**src/rtl/ysyx_23060240_inst_encoder.sv**
```systemverilog
`default_nettype none
// ============================================================================
// Module   : ysyx_23060240_inst_encoder
// Purpose  : Encodes RV32I instruction words from an operation kind, register
//            fields and a 32-bit immediate. Range-checks immediates and
//            expands the LI / CALL pseudo-ops into two-word sequences.
// Revision : 1.0  initial release
// ============================================================================
module ysyx_23060240_inst_encoder (
  input  logic        clk,
  input  logic        rst,
  input  logic        req_valid,
  output logic        req_ready,
  input  logic [3:0]  req_op,
  input  logic [4:0]  req_rd,
  input  logic [4:0]  req_rs1,
  input  logic [4:0]  req_rs2,
  input  logic [2:0]  req_funct3,
  input  logic [31:0] req_imm,
  output logic        out_valid,
  input  logic        out_ready,
  output logic [31:0] out_inst,
  output logic        out_last,
  output logic        err
);

  // Operation kinds on req_op
  localparam logic [3:0] OP_LUI    = 4'd0;
  localparam logic [3:0] OP_AUIPC  = 4'd1;
  localparam logic [3:0] OP_JAL    = 4'd2;
  localparam logic [3:0] OP_JALR   = 4'd3;
  localparam logic [3:0] OP_BRANCH = 4'd4;
  localparam logic [3:0] OP_LOAD   = 4'd5;
  localparam logic [3:0] OP_STORE  = 4'd6;
  localparam logic [3:0] OP_OPIMM  = 4'd7;
  localparam logic [3:0] OP_LI     = 4'd8;
  localparam logic [3:0] OP_CALL   = 4'd9;

  // RV32I major opcodes
  localparam logic [6:0] OPC_LUI    = 7'b0110111;
  localparam logic [6:0] OPC_AUIPC  = 7'b0010111;
  localparam logic [6:0] OPC_JAL    = 7'b1101111;
  localparam logic [6:0] OPC_JALR   = 7'b1100111;
  localparam logic [6:0] OPC_BRANCH = 7'b1100011;
  localparam logic [6:0] OPC_LOAD   = 7'b0000011;
  localparam logic [6:0] OPC_STORE  = 7'b0100011;
  localparam logic [6:0] OPC_OPIMM  = 7'b0010011;

  // Output FSM
  localparam logic [1:0] ST_IDLE  = 2'd0;
  localparam logic [1:0] ST_EMIT1 = 2'd1;
  localparam logic [1:0] ST_EMIT2 = 2'd2;

  logic [1:0]  state;
  logic [3:0]  op_q;
  logic [4:0]  rd_q;
  logic [11:0] lo_q;

  logic        fits_i;
  logic        fits_b;
  logic        fits_j;
  logic [19:0] hi;
  logic [11:0] lo;
  logic        legal;
  logic        pair;
  logic [31:0] first_word;
  logic [31:0] second_word;
  logic        accept;
  logic        last_done;

  // A value fits in N signed bits when every bit from N-1 upward equals the sign.
  assign fits_i = (req_imm[31:11] == {21{req_imm[31]}});
  assign fits_b = (req_imm[31:12] == {20{req_imm[31]}});
  assign fits_j = (req_imm[31:20] == {12{req_imm[31]}});

  // Upper part is rounded up when the low part will be sign-extended negative.
  assign lo = req_imm[11:0];
  assign hi = req_imm[31:12] + {19'd0, req_imm[11]};

  assign out_valid = (state != ST_IDLE);
  assign last_done = out_valid & out_ready & out_last;
  assign req_ready = ~rst & ((state == ST_IDLE) | last_done);
  assign accept    = req_valid & req_ready;

  // Encode the first (or only) word and judge legality of the live request
  always_comb begin
    legal      = 1'b1;
    pair       = 1'b0;
    first_word = 32'd0;
    case (req_op)
      OP_LUI:    first_word = {req_imm[31:12], req_rd, OPC_LUI};
      OP_AUIPC:  first_word = {req_imm[31:12], req_rd, OPC_AUIPC};
      OP_JAL: begin
        legal      = fits_j & ~req_imm[0];
        first_word = {req_imm[20], req_imm[10:1], req_imm[11], req_imm[19:12],
                      req_rd, OPC_JAL};
      end
      OP_JALR: begin
        legal      = fits_i;
        first_word = {req_imm[11:0], req_rs1, req_funct3, req_rd, OPC_JALR};
      end
      OP_BRANCH: begin
        legal      = fits_b & ~req_imm[0];
        first_word = {req_imm[12], req_imm[10:5], req_rs2, req_rs1, req_funct3,
                      req_imm[4:1], req_imm[11], OPC_BRANCH};
      end
      OP_LOAD: begin
        legal      = fits_i;
        first_word = {req_imm[11:0], req_rs1, req_funct3, req_rd, OPC_LOAD};
      end
      OP_STORE: begin
        legal      = fits_i;
        first_word = {req_imm[11:5], req_rs2, req_rs1, req_funct3, req_imm[4:0],
                      OPC_STORE};
      end
      OP_OPIMM: begin
        legal      = fits_i;
        first_word = {req_imm[11:0], req_rs1, req_funct3, req_rd, OPC_OPIMM};
      end
      OP_LI: begin
        if (fits_i) begin
          first_word = {lo, 5'd0, 3'b000, req_rd, OPC_OPIMM};
        end else begin
          first_word = {hi, req_rd, OPC_LUI};
          pair       = (lo != 12'd0);
        end
      end
      OP_CALL: begin
        first_word = {hi, req_rd, OPC_AUIPC};
        pair       = 1'b1;
      end
      default:   legal = 1'b0;
    endcase
  end

  // Second word of a pair comes only from the registered request copy
  always_comb begin
    if (op_q == OP_CALL) begin
      second_word = {lo_q, rd_q, 3'b000, rd_q, OPC_JALR};
    end else begin
      second_word = {lo_q, rd_q, 3'b000, rd_q, OPC_OPIMM};
    end
  end

  // Output FSM: load on acceptance, advance on output handshake
  always_ff @(posedge clk) begin
    if (rst) begin
      state    <= ST_IDLE;
      out_inst <= 32'd0;
      out_last <= 1'b0;
      err      <= 1'b0;
      op_q     <= 4'd0;
      rd_q     <= 5'd0;
      lo_q     <= 12'd0;
    end else begin
      err <= 1'b0;
      if (accept) begin
        op_q <= req_op;
        rd_q <= req_rd;
        lo_q <= lo;
        if (legal) begin
          state    <= ST_EMIT1;
          out_inst <= first_word;
          out_last <= ~pair;
        end else begin
          state <= ST_IDLE;
          err   <= 1'b1;
        end
      end else if (out_valid && out_ready) begin
        if (out_last) begin
          state <= ST_IDLE;
        end else begin
          state    <= ST_EMIT2;
          out_inst <= second_word;
          out_last <= 1'b1;
        end
      end
    end
  end

endmodule
`default_nettype wire
```
**config.mk**
```make
export PLATFORM = sky130hd
export DESIGN_NAME = ysyx_23060240_inst_encoder
export DESIGN_NICKNAME = d
export VERILOG_FILES = /design/src/rtl/ysyx_23060240_inst_encoder.sv
export SDC_FILE = /design/constraint.sdc
export NUM_CORES = 1
export LEC_CHECK = 0
export CORE_MARGIN = 1
export CORE_UTILIZATION = 40
export CTS_BUF_LIST = sky130_fd_sc_hd__clkbuf_4 sky130_fd_sc_hd__clkbuf_8 sky130_fd_sc_hd__clkbuf_16
export DETAILED_ROUTE_END_ITERATION = 10
export HOLD_SLACK_MARGIN = 0.08
export PLACE_DENSITY = 0.7
export RECOVER_POWER = 25
export SLEW_MARGIN = 10
export SYNTH_ARGS = -nofsm -noshare
export SYNTH_HDL_FRONTEND = slang
export SYNTH_SLANG_ARGS = --single-unit
```
**constraint.sdc**
```tcl
create_clock -name clk -period 5 [get_ports clk]
set_input_delay 1 -clock clk [delete_from_list [all_inputs] [get_ports clk]]
set_output_delay 1 -clock clk [all_outputs]
set_load 0.01 [all_outputs]
```
## Word level (Yosys, flattened, before mapping)

Cells that the tools add are included.

- Bits in registers: 57
- Bits of input ports: 58
- Output and inout bits: 36
- Logic and storage cells: 63

- Add/sub/neg operators: 1
- Equality and inequality tests: 15
- Mux-type cells: 18
- Bitwise gates (word level): 11
- Reductions and logical operators: 11

Operators with widths:

| cell | count |
|---|---|
| case mux 32 bit (10 select lines) | 1 |
| two-way mux 32 bit | 5 |
| adder 20 x 1 -> 20 bit | 1 |
| == test 20 bit | 1 |
| == test 19 bit | 1 |
| == test 4 x 3 -> 1 bit, second input constant | 4 |
| == test 4 bit, second input constant | 3 |
| nonzero test 12 bit | 1 |
| == test 11 bit | 1 |
| == test 4 x 2 -> 1 bit, second input constant | 2 |
| OR reduction 4 bit | 2 |
| two-way mux 7 bit | 1 |
| AND 1 bit | 6 |
| two-way mux 1 bit | 6 |
| two-way mux 2 bit | 3 |
| == test 4 x 1 -> 1 bit, second input constant | 1 |
| logical NOT 4 bit | 1 |
| NOT 1 bit | 4 |
| case mux 1 bit (4 select lines) | 1 |
| nonzero test 2 bit | 2 |
| AND reduction 3 bit | 1 |
| logical NOT 2 bit | 1 |
| inequality test 2 x 1 -> 1 bit, second input constant | 1 |
| inequality test 2 bit, second input constant | 1 |
| other kinds (5) | 5 |

## Logic depth before layout (Yosys ltp)

Gate-level depths: netlist of the first run.

- Word-level depth: 8
- Mapped depth: 9
- Depth with buffers taken out: 7

## Worst setup path before layout of the first run

Ideal clock, no wire load.

- Path kind: in2reg
- Start point: in req_imm[20]
- End point: reg out_inst[19]
- Data arrival time: 2784 ps
- Data required time: 4866 ps
- Path slack: 2082 ps
- Stages on the path: 9
- Path buffers: 2
- Path through: buf_6 > or3_4 > a2111o_1 > a21oi_2 > a221o_2 > a21oi_1 > buf_2 > a22oi_1 > o22ai_1

- Cells in the longest elaborated chain, start to end: 5
- Elaborated cells between the ends (all ways): 12

RTL lines:

| item | line | source |
|---|---|---|
| from (decl) | 19 | `input logic [31:0] req_imm,` |
| == test 19 bit (tied with other cells) | 73 | `assign fits_b = (req_imm[31:12] == {20{req_imm[31]}});` |
| AND 1 bit (tied with other cells) | 103 | `legal = fits_b & ~req_imm[0];` |
| case mux 1 bit (4 select lines) or case mux 32 bit (10 select lines) (tied branches) | 90 | `case (req_op)` |
| inequality test 2 bit (no line) or two-way mux 32 bit (tied branches) | n/a |  |
| AND reduction 3 bit (no line) or two-way mux 32 bit (tied branches) | n/a |  |
| to (signal assigned) | 163 | `out_inst <= first_word;` |
| to (signal assigned) | 174 | `out_inst <= second_word;` |
| to (decl) | 22 | `output logic [31:0] out_inst,` |

Several ways; a longest one is shown, not always the timed one. The select of a mux whose other input is x is not followed.
A chain may end at the register's enable or synchronous reset.

## Final worst setup path of the first run

- Start point: in req_imm[31]
- End point: reg out_inst[16]

Same word-level chain as after synthesis.

==> metrics.csv, run 1 <==
stage,metric,value,unit
outcome,status,"complete, but fails checks",
outcome,violations,"capacitance limit, slew limit",
grt,grt_max_degree,47,
layout,drive_gt1_share,7.58,%
synthesis,synth_flop_cell,dfxtp_1,
synthesis,muxShareOfSynthArea,4.10,%
synthesis,ys_ff_latch,56,
floorplanning,fp-row-count,34,
synthesis,synth_top_area_cell,dfxtp_1,
place,dpl.hpwl,8.95,mm
clocking,cts_sinks,56,
floorplanning,dieHeight,97.3,µm
grt,grt_pass1_wl,19.2,mm
layout,insertedDiodeCount,0,
place,port_buffers,93,
worst_hold_path,min_from,lo_q[4]$_SDFFE_PP0P_,
routing,via_count,4014,
synthesis,async_flop_share,0,%
floorplanning,die_w,97.3,µm
layout,fin_nets,600,
clocking,cts_tree,yes,
synthesis,synth.avg_cell_area,7.82,µm²
layout,layout_common_cells,"nand2_1, clkdlybuf4s50_1, dfxtp_1, nor2_1, a21oi_1",
floorplanning,ios,94,
grt,grt.overflow.total,0,
layout,area_delta_synth_final,28.8,%
synthesis,synth_cell_types,69,
floorplanning,coreArea,8760,µm²
setup_path,worstPathRequired,5.12,ns
timing,min_period_over_period,77.5,%
timing,maxSlewHeadroom,-48.2,%
clocking,htree_levels,2,
timing,drv_slew,47,
timing,finalHoldViolations,0,
setup_path,rr_worst_depth,5,
clocking,cts.clk_slew.worst_paths,0.11,ns
routing,drtIter0Drc,329,
routing,routed_wl,12.0,mm
timing,tightest_slew,2.22,ns
timing,setup-violations-final,0,
synthesis,synthesis.nets,525,
clocking,clk_latency,0.31,ns
clocking,cts_buffers,5,
synthesis,syn_area,3630,µm²
grt,grt_pass1_vias,3739,
synthesis,synth-compound-area-share,30.0,%
power,powerDensity,211,nW/µm²
setup_path,r2r_end,out_inst[2]$_SDFFE_PP0P_,
floorplanning,start_util,41.5,%
setup_path,r2r_start,state[0]$_SDFFE_PP0P_,
synthesis,synthTopCellsByArea,"dfxtp_1, nand2_1, a21oi_1",
clocking,clockBufferDepth,2,
timing,rsz0062_at_grt,no,
synthesis,synthSimpleGateAreaFrac,26.4,%
synthesis,synthDominantCellAreaShare,30.8,%
setup_path,startpoint_type,primary input,
timing,skew,0.00744,ns
setup_path,end_kind,register,
power,peakVddDrop,148,µV
setup_path,worst-path-max-fanout,18,
routing,post_drt_wl_per_cell,18.5,µm
timing,hold_ws,0.462,ns
worst_hold_path,min_to,lo_q[4]$_SDFFE_PP0P_,
synthesis,synth_adder_area_share,0.964,%
routing,drt-pass1-iter-count,5,
worst_hold_path,whs_path_depth,2,
synthesis,netlist_instances,465,
job,drv_cap,1,
layout,final_common_cell,nand2_1,
synthesis,synth_top_family_by_area,compound AO/OA/AOI/OAI gates,
setup_path,arrival,3.99,ns
timing,min_period,3.87,ns
synthesis,ys_warn_count,0,
place,gp_congestion,0.882,
synthesis,seq_area_frac_synth,30.8,%
clocking,root_buffer,clkbuf_8,
setup_path,path_class,in -> reg,
routing,drt-vias-per-instance,6.18,
timing,setup_tns,0,ns
worst_hold_path,min_path_type,reg -> reg,
timing,max_freq,258,MHz
clocking,ctsHoldBuffers,0,
clocking,post-cts-setup-buffers,0,
floorplanning,die-area,9470,µm²
routing,ant_nets,0,
clocking,cts_resized,0,
grt,grt_antenna_before_repair,0,
synthesis,synth_edf_count,0,
grt,gr-usage-all-layers,25.0,%
routing,drc,0,
synthesis,synth_xor_area_share,2.65,%
setup_path,regToRegSetupSlack,2.38,ns
power,leakage,0.00165,µW
==> worst max path at each step <==
| stage | start | endpoint | slack (ns) | cells past startpoint |
|---|---|---|---|---|
| 6_report | req_imm[31] | out_inst[16]$_SDFFE_PP0P_ | 1.13 | 9 |
| 2_1_floorplan | req_imm[20] | out_inst[19]$_SDFFE_PP0P_ | 2.08 | 9 |
| 3_3_place_gp | req_imm[31] | out_inst[22]$_SDFFE_PP0P_ | 0.95 | 9 |
| 5_1_grt | req_imm[31] | out_inst[16]$_SDFFE_PP0P_ | 0.97 | 9 |
| 4_1_cts | req_imm[31] | out_inst[7]$_SDFFE_PP0P_ | 1.22 | 9 |
| 3_5_place_dp | req_imm[31] | out_inst[7]$_SDFFE_PP0P_ | 0.89 | 9 |
==> stage by stage <==
| stage | instance area [µm²] | worst slack, ns | total power, µW | cells | util (%) |
|---|---|---|---|---|---|
| 5_1_grt | 4680 | 0.972 | 1030 | 649 | 53.4 |
| 3_5_place_dp | 4600 | 0.894 | 739 | 641 | 52.4 |
| 6_report | 4680 | 1.13 | 988 | 649 | 53.4 |
| 3_3_place_gp | 4600 | 0.954 | 736 | 641 | 52.4 |
| 2_1_floorplan | 3630 | 2.08 | 618 | 465 | - |
| 4_1_cts | 4690 | 1.22 | 989 | 649 | 53.5 |
==> area by class of cell <==
| type | instances | area (µm²) |
|---|---|---|
| clock inverter | 3 | 22.5 |
| fill | 874 | 4080 |
| sequential | 56 | 1120 |
| multi-input combinational | 371 | 2330 |
| clock buffer | 5 | 68.8 |
| inverter | 5 | 18.8 |
| tap | 108 | 135 |
| timing repair buffer | 101 | 987 |
==> cell families after synthesis <==
logic type | count (synthesis)
and+or+nand+nor | 202
AOI/OAI and AO/OA | 141
adders and majority gates | 3
buffers and inverters | 38
muxes | 14
DFF | 56
xor gates and xnor gates | 11
==> cell usage after synthesis (all sizes together) (6+ instances only) <==
master	count
nor3	8
buf	16
nor2	44
nand2	75
xnor2	9
a31oi	6
nand4	10
a22o	6
nand2b	8
dfxtp	56
nand3	24
clkbuf	17
o21ai	15
a311oi	12
a21oi	40
a22oi	13
o22ai	8
mux2i	10
==> registers in the layout (all words and copies together) (netlist names) <==
signal    count
out_last      1
state         2
lo_q         12
err           1
rd_q          5
out_inst     31
op_q          4
==> per-layer routing <==
| metal | vias to the layer above | global-route usage (%) | share of wire (%) |
|---|---|---|---|
| met1 | 1895 | 34.2 | 44 |
| met4 | 0 | 7.35 | 2.6 |
| li1 | 1883 | - | - |
| met3 | 26 | 3.81 | 7.6 |
| met5 | - | 0 | 0 |
| met2 | 210 | 40.8 | 46 |
==> critical path: stages <==
cell and delay (ns):
clkdlybuf4s50_1 0.68, or3_4 0.47, a2111o_1 0.43, a21oi_2 0.20
a221oi_2 0.15, o21ai_4 0.45, buf_4 0.34, mux2i_1 0.21
nor2_1 0.05
==> power breakdown <==
part	internal [µW]	total, µW	switching, µW
combinational	114	251	137
sequential	467	479	11.3
clock	101	258	157
total	682	988	305
Note: power is estimated with default switching activity, not from simulation.
==> run 2, diff against run 1 <==
- PLACE_DENSITY: 0.7 -> 0.72
- clock period: 5 -> 3.5 ns (I/O delays scaled with it)
==> run 2 against run 1 <==
Effect of this change:
- the flow now finishes without violations
- die area unchanged
- global-route usage up 0.94 points
- sequential cell count unchanged
- critical endpoint is now out_inst[31]$_SDFFE_PP0P_
==> metrics.csv, run 2 (same netlist as run 1, synthesis figures left out) <==
stage,metric,value,unit,change
floorplanning,dieHeight,97.3,µm,unchanged
power,sw_frac_of_total,28.6,%,-2.3 points
clocking,htree_levels,2,,unchanged
clocking,cts_resized,0,,unchanged
setup_path,cp_num_buf_inv,1,,-1
layout,layout_common_cells,"nand2_1, clkdlybuf4s50_1, dfxtp_1, nor2_1, a21oi_1",,
clocking,cts_sinks,56,,unchanged
floorplanning,die_w,97.3,µm,unchanged
layout,drive_gt1_share,12.1,%,+4.6 points
setup_path,startpoint_type,primary input,,
layout,fill_cells,830,,-5.0%
grt,gr-usage-all-layers,26.0,%,+0.94 points
layout,final_util,56.3,%,+2.8 points
place,dp_slack,0.181,ns,-0.714 ns
floorplanning,ios,94,,unchanged
grt,grt_pass1_wl,20.0,mm,+4.3%
layout,largestRegisters,"out_inst (31), lo_q (12), rd_q (5)",,
clocking,cts.clk_slew.worst_paths,0.11,ns,about the same
routing,ant_nets,0,,unchanged
timing,max_freq,323,MHz,
timing,maxSlewHeadroom,29.3,%,+77 points
power,clockPowerShare,29.6,%,+3.5 points
setup_path,path_class,in -> reg,,
setup_path,max_stage_delay,0.52,ns,-0.16 ns
clocking,ctsHoldBuffers,0,,unchanged
layout,final_common_cell,nand2_1,,
worst_hold_path,min_path_type,reg -> reg,,
grt,grt_antenna_before_repair,0,,unchanged
routing,drtIter0Drc,320,,-2.7%
clocking,clk_latency,0.31,ns,about the same
grt,grt_max_degree,47,,unchanged
layout,multiInputGateArea,2330,µm²,unchanged
layout,fin_nets,627,,+4.5%
job,drv_cap,0,,-1
power,powerDensity,308,nW/µm²,+46%
setup_path,worstPathRequired,3.73,ns,-1.39 ns
layout,top_register,out_inst,,
setup_path,arrival,3.33,ns,-0.66 ns
timing,rsz0062_at_grt,no,,
place,dpl.hpwl,9.31,mm,+4.1%
power,switchingPower,434,µW,+42%
clocking,post-cts-setup-buffers,0,,unchanged
timing,setup_tns,0,ns,unchanged
power,leakage,0.00180,µW,+8.9%
floorplanning,coreArea,8760,µm²,unchanged
clocking,clockBufferDepth,2,,unchanged
floorplanning,die-area,9470,µm²,unchanged
grt,grt_pass1_vias,3924,,+4.9%
timing,drv_slew,0,,-100%
routing,drt-vias-per-instance,6.15,,-0.53%
setup_path,worst-path-max-fanout,8,,-10
floorplanning,fp-row-count,34,,unchanged
power,peakVddDrop,183,µV,+24%
setup_path,path_cells,"clkdlybuf4s50_1, and4_1, and3_1, o2111a_1, nor2_1, o21ai_0, a31o_2, o21ai_1",,
timing,min_period,3.10,ns,
timing,skew,0.00800,ns,+0.000558 ns
grt,grt.overflow.total,0,,unchanged
layout,insertedDiodeCount,0,,unchanged
place,gp_congestion,1.02,,+16%
timing,finalHoldViolations,0,,unchanged
setup_path,slowest_stage,nor2_1,,
routing,via_count,4159,,+3.6%
routing,post_drt_wl_per_cell,18.4,µm,-0.61%
timing,worst_slack,0.400,ns,-0.726 ns
place,port_buffers,93,,unchanged
power,pwr-share-seq,45.0,%,-3.4 points
floorplanning,start_util,41.5,%,unchanged
timing,setup-violations-final,0,,unchanged
setup_path,cp_top_family,simple AND/OR/NAND/NOR gates,,
setup_path,end_kind,register,,
outcome,status,completed,,
routing,drc,0,,unchanged
timing,tightest_slew,1.06,ns,-1.16 ns
clocking,cts_buffers,5,,unchanged
power,combPwrFrac,25.4,%,about the same
layout,seqCellArea,1120,µm²,unchanged
routing,drt-pass1-iter-count,5,,unchanged
timing,min_period_over_period,88.6,%,
routing,routed_wl,12.4,mm,+3.5%
layout,area_delta_synth_final,35.6,%,
power,p_int,1080,µW,+59%
clocking,root_buffer,clkbuf_8,,
layout,largest_reg_flops,31,,unchanged
clocking,cts_tree,yes,,
## run 2: stage by stage
step | std cells | power, µW | instance area, µm² | hold WS, ns
floorplan | 465 | 883 | 3630 | 0.432
global placement | 668 | 1070 | 4810 | 0.439
global route | 676 | 1580 | 4930 | 0.483
detailed placement | 668 | 1080 | 4810 | 0.447
CTS | 676 | 1530 | 4930 | 0.463
finish | 676 | 1520 | 4930 | 0.459
## run 2: worst paths after layout
path                                                from                   endpoint  slack [ns]  cells after the start
worst max register to register     out_last$_SDFFE_PP0P_  out_inst[20]$_SDFFE_PP0P_        1.49                      8
worst min register to register  out_inst[4]$_SDFFE_PP0P_   out_inst[4]$_SDFFE_PP0P_        0.46                      2
worst min-delay path            out_inst[4]$_SDFFE_PP0P_   out_inst[4]$_SDFFE_PP0P_        0.46                      2
worst max-delay path                         req_imm[15]  out_inst[31]$_SDFFE_PP0P_        0.40                      8
## run 2: final cells by class
| cell class | count | area share, % |
|---|---|---|
| multi-input combinational | 371 | 47.3 |
| timing repair buffer | 128 | 24.4 |
| sequential | 56 | 22.7 |
| tap | 108 | 2.74 |
| clock buffer | 6 | 1.68 |
| clock inverter | 2 | 0.787 |
| inverter | 5 | 0.381 |
## run 2: routing by layer
layer	wire (µm)	global-route usage [%]	up-vias
li1	-	-	1940
met3	1010	4.10	36
met1	5380	35.0	1948
met2	5550	41.4	235
met4	494	10.6	0
met5	0	0	-
## run 2: power by group through the flow
| stage | Sequential (µW) | Clock, µW | Combinational [µW] |
|---|---|---|---|
| final | 683 | 449 | 386 |
| after floorplan | 703 | 0 | 180 |
| after global routing | 687 | 478 | 414 |
| after detailed placement | 698 | 0 | 382 |
| after global placement | 697 | 0 | 378 |
| after CTS | 683 | 458 | 384 |
## run 2: worst min-delay path, stage by stage, from the launching register on
cell and delay [ns]:
dfxtp_1 0.32, nand2_1 0.05, a21oi_1 0.05
